$ cat src/rtl/systolic_pkg.sv
// Shared definitions for the systolic array sequencer: state encoding,
// default geometry and the drain length derived from the array size.
package systolic_pkg;

    typedef enum logic [2:0] {
        IDLE,
        CLEAR,
        FEED,
        DRAIN,
        CAPTURE,
        DONE
    } seq_state_t;

    localparam int N_DEF   = 4;
    localparam int A_W_DEF = 16;
    localparam int B_W_DEF = 8;

    // The last skewed element needs 2N cycles to reach the far corner PE.
    function automatic int drain_cyc(input int n);
        return 2 * n;
    endfunction

    localparam int DRAIN_CYC_DEF = drain_cyc(N_DEF);

endpackage

$ cat src/rtl/skew_delay_line.sv
// Per-lane data + valid delay line used to build the diagonal wavefront.
// DEPTH=0 is a pure passthrough. Data is forced to zero whenever valid is low.
module skew_delay_line #(
    parameter int W     = 8,
    parameter int DEPTH = 0
) (
    input  logic                clk,
    input  logic                rst_n,
    input  logic signed [W-1:0] din,
    input  logic                vld_in,
    output logic signed [W-1:0] dout,
    output logic                vld_out
);

    generate
        if (DEPTH == 0) begin : g_pass
            logic unused_pass;
            assign unused_pass = ^{clk, rst_n};
            assign vld_out     = vld_in;
            assign dout        = vld_in ? din : '0;
        end else begin : g_dly
            logic signed [W-1:0] data_pn [DEPTH];
            logic [DEPTH-1:0]    vld_pn;

            // Shift data and valid together; reset flushes both.
            always_ff @(posedge clk) begin
                if (!rst_n) begin
                    vld_pn <= '0;
                    for (int s = 0; s < DEPTH; s++) data_pn[s] <= '0;
                end else begin
                    vld_pn[0]  <= vld_in;
                    data_pn[0] <= din;
                    for (int s = 1; s < DEPTH; s++) begin
                        vld_pn[s]  <= vld_pn[s-1];
                        data_pn[s] <= data_pn[s-1];
                    end
                end
            end

            assign vld_out = vld_pn[DEPTH-1];
            assign dout    = vld_out ? data_pn[DEPTH-1] : '0;
        end
    endgenerate

endmodule

$ cat src/rtl/systolic_seq_ctrl.sv
// Sequencer between matrix storage and the NxN systolic MAC array:
// clear accumulators, stream A columns / B rows with diagonal skew,
// wait for the wavefront to drain, strobe capture, then signal done/irq.
// Optional build macro SYS_PERF_CNT_EN adds job and busy-cycle counters.
module systolic_seq_ctrl
    import systolic_pkg::*;
#(
    parameter int N     = N_DEF,
    parameter int A_W   = A_W_DEF,
    parameter int B_W   = B_W_DEF,
    parameter int IDX_W = $clog2(N)
) (
    input  logic             clk,
    input  logic             rst_n,
    input  logic             start,
    input  logic             irq_ack,
    output logic             busy,
    output logic             done,
    output logic             irq,
    output logic             start_ovr,
    output logic             mem_rd_en,
    output logic [IDX_W-1:0] mem_rd_idx,
    input  logic [N*A_W-1:0] a_col_data,
    input  logic [N*B_W-1:0] b_row_data,
    output logic [N*A_W-1:0] sys_a_west,
    output logic [N*B_W-1:0] sys_b_north,
    output logic [N-1:0]     sys_feed_vld,
    output logic             sys_acc_clr,
    output logic             sys_capture
`ifdef SYS_PERF_CNT_EN
    ,
    output logic [15:0]      perf_jobs,
    output logic [31:0]      perf_busy_cyc
`endif
);

    localparam int DRAIN_CYC = drain_cyc(N);
    localparam int CNT_W     = $clog2(DRAIN_CYC);

    seq_state_t       state;
    logic [CNT_W-1:0] drain_cnt;
    logic             rd_vld_p0;
    logic [N-1:0]     a_vld;
    logic [N-1:0]     b_vld;

    // Job sequencing with registered control outputs, irq and overrun flags.
    always_ff @(posedge clk) begin
        if (!rst_n) begin
            state       <= IDLE;
            drain_cnt   <= '0;
            busy        <= 1'b0;
            done        <= 1'b0;
            irq         <= 1'b0;
            start_ovr   <= 1'b0;
            mem_rd_en   <= 1'b0;
            mem_rd_idx  <= '0;
            sys_acc_clr <= 1'b0;
            sys_capture <= 1'b0;
        end else begin
            if (start && state != IDLE) start_ovr <= 1'b1;
            if (irq_ack) irq <= 1'b0;
            case (state)
                IDLE: begin
                    if (start) begin
                        state       <= CLEAR;
                        busy        <= 1'b1;
                        sys_acc_clr <= 1'b1;
                        start_ovr   <= 1'b0;
                        irq         <= 1'b0;
                    end
                end
                CLEAR: begin
                    sys_acc_clr <= 1'b0;
                    mem_rd_en   <= 1'b1;
                    mem_rd_idx  <= '0;
                    state       <= FEED;
                end
                FEED: begin
                    if (mem_rd_idx == IDX_W'(N-1)) begin
                        mem_rd_en  <= 1'b0;
                        mem_rd_idx <= '0;
                        drain_cnt  <= '0;
                        state      <= DRAIN;
                    end else begin
                        mem_rd_idx <= mem_rd_idx + IDX_W'(1);
                    end
                end
                DRAIN: begin
                    if (drain_cnt == CNT_W'(DRAIN_CYC-1)) begin
                        sys_capture <= 1'b1;
                        state       <= CAPTURE;
                    end else begin
                        drain_cnt <= drain_cnt + CNT_W'(1);
                    end
                end
                CAPTURE: begin
                    sys_capture <= 1'b0;
                    done        <= 1'b1;
                    state       <= DONE;
                end
                DONE: begin
                    done  <= 1'b0;
                    busy  <= 1'b0;
                    irq   <= 1'b1;
                    state <= IDLE;
                end
                default: state <= IDLE;
            endcase
        end
    end

    // Storage data arrives one cycle after the read strobe.
    always_ff @(posedge clk) begin
        if (!rst_n) rd_vld_p0 <= 1'b0;
        else        rd_vld_p0 <= mem_rd_en;
    end

    // Lane i of A and lane j of B get i / j extra cycles of delay.
    for (genvar i = 0; i < N; i++) begin : g_lane
        skew_delay_line #(.W(A_W), .DEPTH(i)) u_skew_a (
            .clk     (clk),
            .rst_n   (rst_n),
            .din     (a_col_data[i*A_W +: A_W]),
            .vld_in  (rd_vld_p0),
            .dout    (sys_a_west[i*A_W +: A_W]),
            .vld_out (a_vld[i])
        );
        skew_delay_line #(.W(B_W), .DEPTH(i)) u_skew_b (
            .clk     (clk),
            .rst_n   (rst_n),
            .din     (b_row_data[i*B_W +: B_W]),
            .vld_in  (rd_vld_p0),
            .dout    (sys_b_north[i*B_W +: B_W]),
            .vld_out (b_vld[i])
        );
        assign sys_feed_vld[i] = a_vld[i] & b_vld[i];
    end

`ifdef SYS_PERF_CNT_EN
    function automatic logic [31:0] sat_inc32(input logic [31:0] v);
        return (v == 32'hFFFF_FFFF) ? v : v + 32'd1;
    endfunction

    // Job count wraps; busy-cycle count saturates.
    always_ff @(posedge clk) begin
        if (!rst_n) begin
            perf_jobs     <= '0;
            perf_busy_cyc <= '0;
        end else begin
            if (state == DONE) perf_jobs <= perf_jobs + 16'd1;
            if (busy) perf_busy_cyc <= sat_inc32(perf_busy_cyc);
        end
    end
`endif

endmodule
$ cat config.mk
export PLATFORM = sky130hd
export DESIGN_NAME = systolic_seq_ctrl
export DESIGN_NICKNAME = d
export VERILOG_FILES = /design/src/rtl/systolic_pkg.sv /design/src/rtl/skew_delay_line.sv /design/src/rtl/systolic_seq_ctrl.sv
export SDC_FILE = /design/constraint.sdc
export NUM_CORES = 1
export LEC_CHECK = 0
export CORE_MARGIN = 2
export CORE_UTILIZATION = 48
export CTS_CLUSTER_DIAMETER = 50
export DETAILED_ROUTE_END_ITERATION = 6
export GPL_ROUTABILITY_DRIVEN = 0
export GPL_TIMING_DRIVEN = 1
export PLACE_DENSITY = 0.82
export SLEW_MARGIN = 40
export SYNTH_ARGS = -nofsm -noshare
export SYNTH_HDL_FRONTEND = slang
export SYNTH_HIERARCHICAL = 1
export SYNTH_SLANG_ARGS = --single-unit
$ cat constraint.sdc
create_clock -name clk -period 2.2 [get_ports clk]
set_input_delay 0.33 -clock clk [delete_from_list [all_inputs] [get_ports clk]]
set_output_delay 0.33 -clock clk [all_outputs]
set_load 0.01 [all_outputs]
==> metrics.yaml <==
pwr:
  ir_drop_uv: 427
  p_int_mw: 5.11
  clockPowerShare_pct: 41.5
  switching_power_mw: 1.43
  leakage_nw: 3.45
  combPwrFrac_pct: 7.6
  power_density_nw_per_um2: 769
  fin_total_pwr_mw: 6.54
  p_sw_share_pct: 21.9
  p_seq_share_pct: 50.9
timing:
  worstMarginPinSlew_ns: 0.608
  drv_slew: 0
  final_hold_viol_count: 0
  slew-limit-headroom_pct: 59.4
  setup_tns_ns: 0
  clock_skew_ns: 0.00858
  min_period_ns: 2.09
  worst_slack_ns: 0.112
  rsz0062_at_grt: "false"
  final-setup-viol-count: 0
  finalCritPeriodShare_pct: 94.9
  timing.fmax_mhz: 479
clock_tree:
  cts_buffers: 17
  numClockSinks: 172
  cts_root_buf: "clkbuf_16"
  cts_tree: "built"
  clkTransAtPathRegs_ns: 0.06
  ctsLongestPathBuffers: 2
  cts-htree-levels: 4
  postCtsSetupRepairBufs: 0
  clk_latency_ns: 0.41
outcome:
  outcome: "completed"
synthesis:
  syn_area_sq_um: 5790
  yosysWarnings: 6
  async_flop_share_pct: 0
  synth_nets: 616
  synth_edf_count: 0
  syn_area_per_cell_sq_um: 11.3
  yosysUniqueCellTypes: 37
  yosys_register_bits: 172
  yosysSeqAreaShare_pct: 59.4
  synth_ff_type: "dfxtp_1"
  synthCells: 513
floorplan:
  dieArea_sq_um: 13000
  ioPinCount: 209
  die_h_um: 114
  start_util_pct: 48.6
  core_area_sq_um: 11900
  dieWidth_um: 114
  num_rows: 40
global_routing:
  grt_usage_pct: 17.7
  gr-total-overflow: 0
  grt_pass1_vias: 3814
  grt_max_degree: 81
  antenna_found_initial: 0
  grt_pass1_wl_um: 17900
placement:
  dpl_cell_area_sq_um: 7960
  hpwlAfterDp_um: 8360
  pre_cts_slack_ns: 0.347
  port_buffers: 208
cells_and_area:
  design_area_sq_um: 8510
  drive_gt1_share_pct: 25.1
  synthToLayoutAreaGrowth_pct: 46.8
  final_core_util_pct: 71.4
  nets: 823
  antennaDiodeCount: 0
routing:
  wl_per_cell_um: 13.0
  via_count: 3960
  ant_nets: 0
  drt-pass1-iter-count: 4
  wl_um: 11400
  vias_per_cell: 4.50
  drt_first_iter_violations: 121
  drc: 0
worst_setup_path:
  critPathLaunchType: "flop"
  critPathKind: "flop to output port"
  cp-end-kind: "output port"
  worstPathRequired_ns: 1.87
  reg2reg_setup_slack_ns: 0.61
  cp_max_fo: 17
  arrival_ns: 1.76
min_path:
  hold_path_class: "primary input to flop"
flow_run:
  max_cap_viol_count: 0
## synth_stat cells (2+ instances only)
library cell	number	area [sq um]
dfxtp_1	172	3440
and2_2	146	1100
and2_1	111	694
clkbuf_2	10	50.1
nand2_1	9	33.8
a21oi_1	5	25.0
buf_6	5	56.3
o21ai_0	5	25.0
a21boi_0	4	30.0
clkbuf_1	4	15.0
buf_4	3	22.5
ha_1	3	37.5
inv_1	3	11.3
mux2i_1	3	30.0
nand2b_1	3	18.8
nand3_1	3	15.0
nor2_1	2	7.51
nor3_1	2	10.0
nor3b_1	2	15.0
## routing by layer
metal  part of all wire (%)  global-route usage [%]
met5                      0                       0
met4                    1.5                    6.10
met3                    6.1                    5.69
met2                     53                    32.4
met1                     39                    19.3
## area by class of cell
type | count | area [sq um]
Fill cell | 879 | 3410
Clock buffer | 20 | 447
Tap cell | 147 | 184
Multi-Input combinational cell | 315 | 2190
Timing Repair Buffer | 211 | 2130
Sequential cell | 172 | 3440
Clock inverter | 12 | 103
Inverter | 3 | 11.3
## sequential cells by signal, indices dropped and copies added, names as in the netlist, named ones only
name / flops
mem_rd_en: 1
g_lane.u_skew_a/vld_out: 1
g_lane.u_skew_b/vld_out: 1
mem_rd_idx: 2
state: 3
g_lane.u_skew_b/g_dly.data_pn: 48
sys_capture: 1
busy: 1
g_lane.u_skew_a/g_dly.data_pn: 96
g_lane.u_skew_a/g_dly.vld_pn: 5
sys_acc_clr: 1
rd_vld_p0: 1
done: 1
drain_cnt: 3
g_lane.u_skew_b/g_dly.vld_pn: 5
irq: 1
## stage by stage
stage | hold slack (ns) | cells
after detailed placement | 0.417 | 848
after floorplan | 0.412 | 513
after CTS | 0.362 | 880
after global placement | 0.414 | 848
after global routing | 0.385 | 880
final | 0.376 | 880
## kinds of logic (layout without fill, tap and decap cells)
group / count (synthesis) / count (layout) / synth area share [%]
AOI/OAI and AO/OA: 23 / 23 / 2.98
adders and majority gates: 3 / 3 / 0.648
buffers and inverters: 26 / 246 / 2.76
DFF: 172 / 172 / 59.4
muxes: 3 / 3 / 0.518
and+or+nand+nor: 286 / 286 / 33.7
## placed cells by master, fill, tap and decap left out, types with 3 or more instances in the layout
cell / synthesis / layout
a21boi_0: 4 / 4
a21oi_1: 5 / 5
and2_1: 111 / 111
and2_2: 146 / 146
clkbuf_16: 0 / 17
clkdlybuf4s50_1: 0 / 207
clkinv_4: 0 / 4
dfxtp_1: 172 / 171
ha_1: 3 / 3
inv_1: 3 / 3
inv_6: 0 / 5
mux2i_1: 3 / 3
nand2_1: 9 / 9
nand2b_1: 3 / 3
nand3_1: 3 / 3
o21ai_0: 5 / 5
## what timing repair did
item / 4_1_cts / 5_1_grt
hold buffers: 0 / 0
gates resized for setup: 1 / 0
setup endpoints to repair: 25 / 0
## critical path, stage by stage (launching register included)
cell and delay (ns):
dfxtp_1 0.56, and2_1 0.24, clkdlybuf4s50_1 0.55
## power by group through the flow
stage	clock network (mW)	registers [mW]	logic, mW
after floorplan	0	3.37	0.233
after global placement	0	3.39	0.491
after detailed placement	0	3.40	0.503
after CTS	2.78	3.33	0.507
after global routing	2.92	3.34	0.543
final	2.71	3.33	0.499
## worst paths after layout
path | start | end | depth (start not counted)
min | rst_n | flop | 3
max reg2reg | state[0] | drain_cnt[2] | 3
max | g_lane[2].u_skew_a/g_dly.vld_pn[1] | sys_a_west[33] | 2
min reg2reg | g_lane[3].u_skew_b/g_dly.data_pn[0][12] | g_lane[3].u_skew_b/g_dly.data_pn[0][20] | 1
Power figures use the tool's default switching activity.
==> variant: new RTL, same settings <==
Change the package constant `B_W_DEF` from 8 to 10.
--- a/src/rtl/systolic_pkg.sv
+++ b/src/rtl/systolic_pkg.sv
@@ -13,7 +13,7 @@
 
     localparam int N_DEF   = 4;
     localparam int A_W_DEF = 16;
-    localparam int B_W_DEF = 8;
+    localparam int B_W_DEF = 10;
 
     // The last skewed element needs 2N cycles to reach the far corner PE.
     function automatic int drain_cyc(input int n);
Interface: changed (resized b_row_data and sys_b_north); port bits go from 209 to 225. The function was not compared with the original's and may differ.
==> variant against the unedited design <==
Routed wire length grew 12%. Combinational power grew 8.2%. Non-clock buffer count rose by 18. Sequential cell count is 12 higher. Power up 6.1%. Synthesized area grew 6.9%. Cell area rose by 6.9%. Worst setup slack improved by 0.019 ns.
==> variant: results <==
export IMPL_status="finished, final reports clean"
export IMPL_vias_per_cell=4.45
export IMPL_clk_pin_slew_ns=0.06
export IMPL_placement_cell_area_mm2=0.00853
export IMPL_min_from="rst_n"
export IMPL_synth_mux_area_share_pct=0.485
export IMPL_cp_max_fo=26
export IMPL_synthAdderAreaFrac_pct=0.606
export IMPL_grt_max_degree=77
export IMPL_placedCellCount=923
export IMPL_track_usage_pct=19.2
export IMPL_nets=881
export IMPL_ys_top_cells_by_area="dfxtp_1, and2_2, and2_1"
export IMPL_worst_pin_slew_ns=0.590
export IMPL_postSynthCellCount=548
export IMPL_grt_pass1_vias=4326
export IMPL_diodes=0
export IMPL_yosysSeqAreaShare_pct=59.5
export IMPL_antenna_found_initial=0
export IMPL_pre_cts_slack_ns=0.359
export IMPL_hpwl_um=9290
export IMPL_synth_nets=659
export IMPL_synthTopCellsByCount="dfxtp_1, and2_2, and2_1"
export IMPL_synthArstFlopShare_pct=0
export IMPL_ir_worst_vdd_mv=0.538
export IMPL_vias=4248
export IMPL_cts_buffers=17
export IMPL_p_leak_nw=3.68
export IMPL_first_iter_violations=161
export IMPL_port_buffers=224
export IMPL_synth_xor_area_share_pct=0
export IMPL_postRouteWirelength_um=12900
export IMPL_synth_compound_area_share_pct=2.79
export IMPL_grt_pass1_wl_um=20600
export IMPL_cp_arrival_ns=1.74
export IMPL_finClkSkew_ns=0.00328
export IMPL_yosys_warnings=6
export IMPL_startpoint="rd_vld_p0$_SDFF_PN0_"
export IMPL_drive_gt1_share_pct=25.3
export IMPL_largestRegisters="g_lane.u_skew_a/g_dly.data_pn (96), g_lane.u_skew_b/g_dly.data_pn (60)"
export IMPL_cts_buffer_depth=2
-- variant: cell types whose count changed after synthesis --
cell      before  now
and2_2       146  160
dfxtp_1      172  184
and2_1       111  117
clkbuf_2      10   13
-- variant: area by class of cell --
class / count / area (um2)
clock buffers: 23 / 458
clock inverters: 9 / 100
fillers: 914 / 3530
inverters: 3 / 11.3
multi-input cells: 335 / 2330
flip-flops and latches: 184 / 3690
well taps: 172 / 215
repair buffers: 229 / 2290
-- variant: critical path, stage by stage, from the launching register on --
cell,delay [ns]
dfxtp_1,0.33
buf_4,0.23
and2_1,0.20
clkdlybuf4s50_1,0.56
-- variant: path summary, 6_finish.rpt --
path         slack (ns)  depth (start not counted)                                            end
max                0.13                          3                                 sys_b_north[9]
min                0.33                          2                                 irq$_SDFF_PN0_
max reg2reg        0.59                          3                      drain_cnt[0]$_SDFFE_PN0P_
min reg2reg        0.44                          1  g_lane[2].u_skew_b/g_dly.vld_pn[1]$_SDFF_PN0_
-- variant: report_power, final --
group	internal, mW	switching (mW)
sequential	3.48	0.0655
clock	1.69	1.16
combinational	0.369	0.172
total	5.54	1.39
-- variant: cell families after synthesis --
group                      count (synthesis)
and+or+nand+nor                          306
DFF                                      184
buffers and inverters                     29
AOI/OAI and AO/OA                         23
muxes                                      3
adders and majority gates                  3
-- variant: repair_timing --
action,4_1_cts,5_1_grt
cloned,0,0
buffers inserted,0,0
pin swaps,0,0
endpoints found under the setup margin,1,1
resized for setup,1,1
-- variant: metal layers --
metal  track usage [%]  wire length (um)  up-vias
met2              35.6              6820      161
met5                 0                 0        -
met1              18.7              4760     1924
met4              9.04               326        0
li1                  -                 -     2139
met3              7.27               945       24
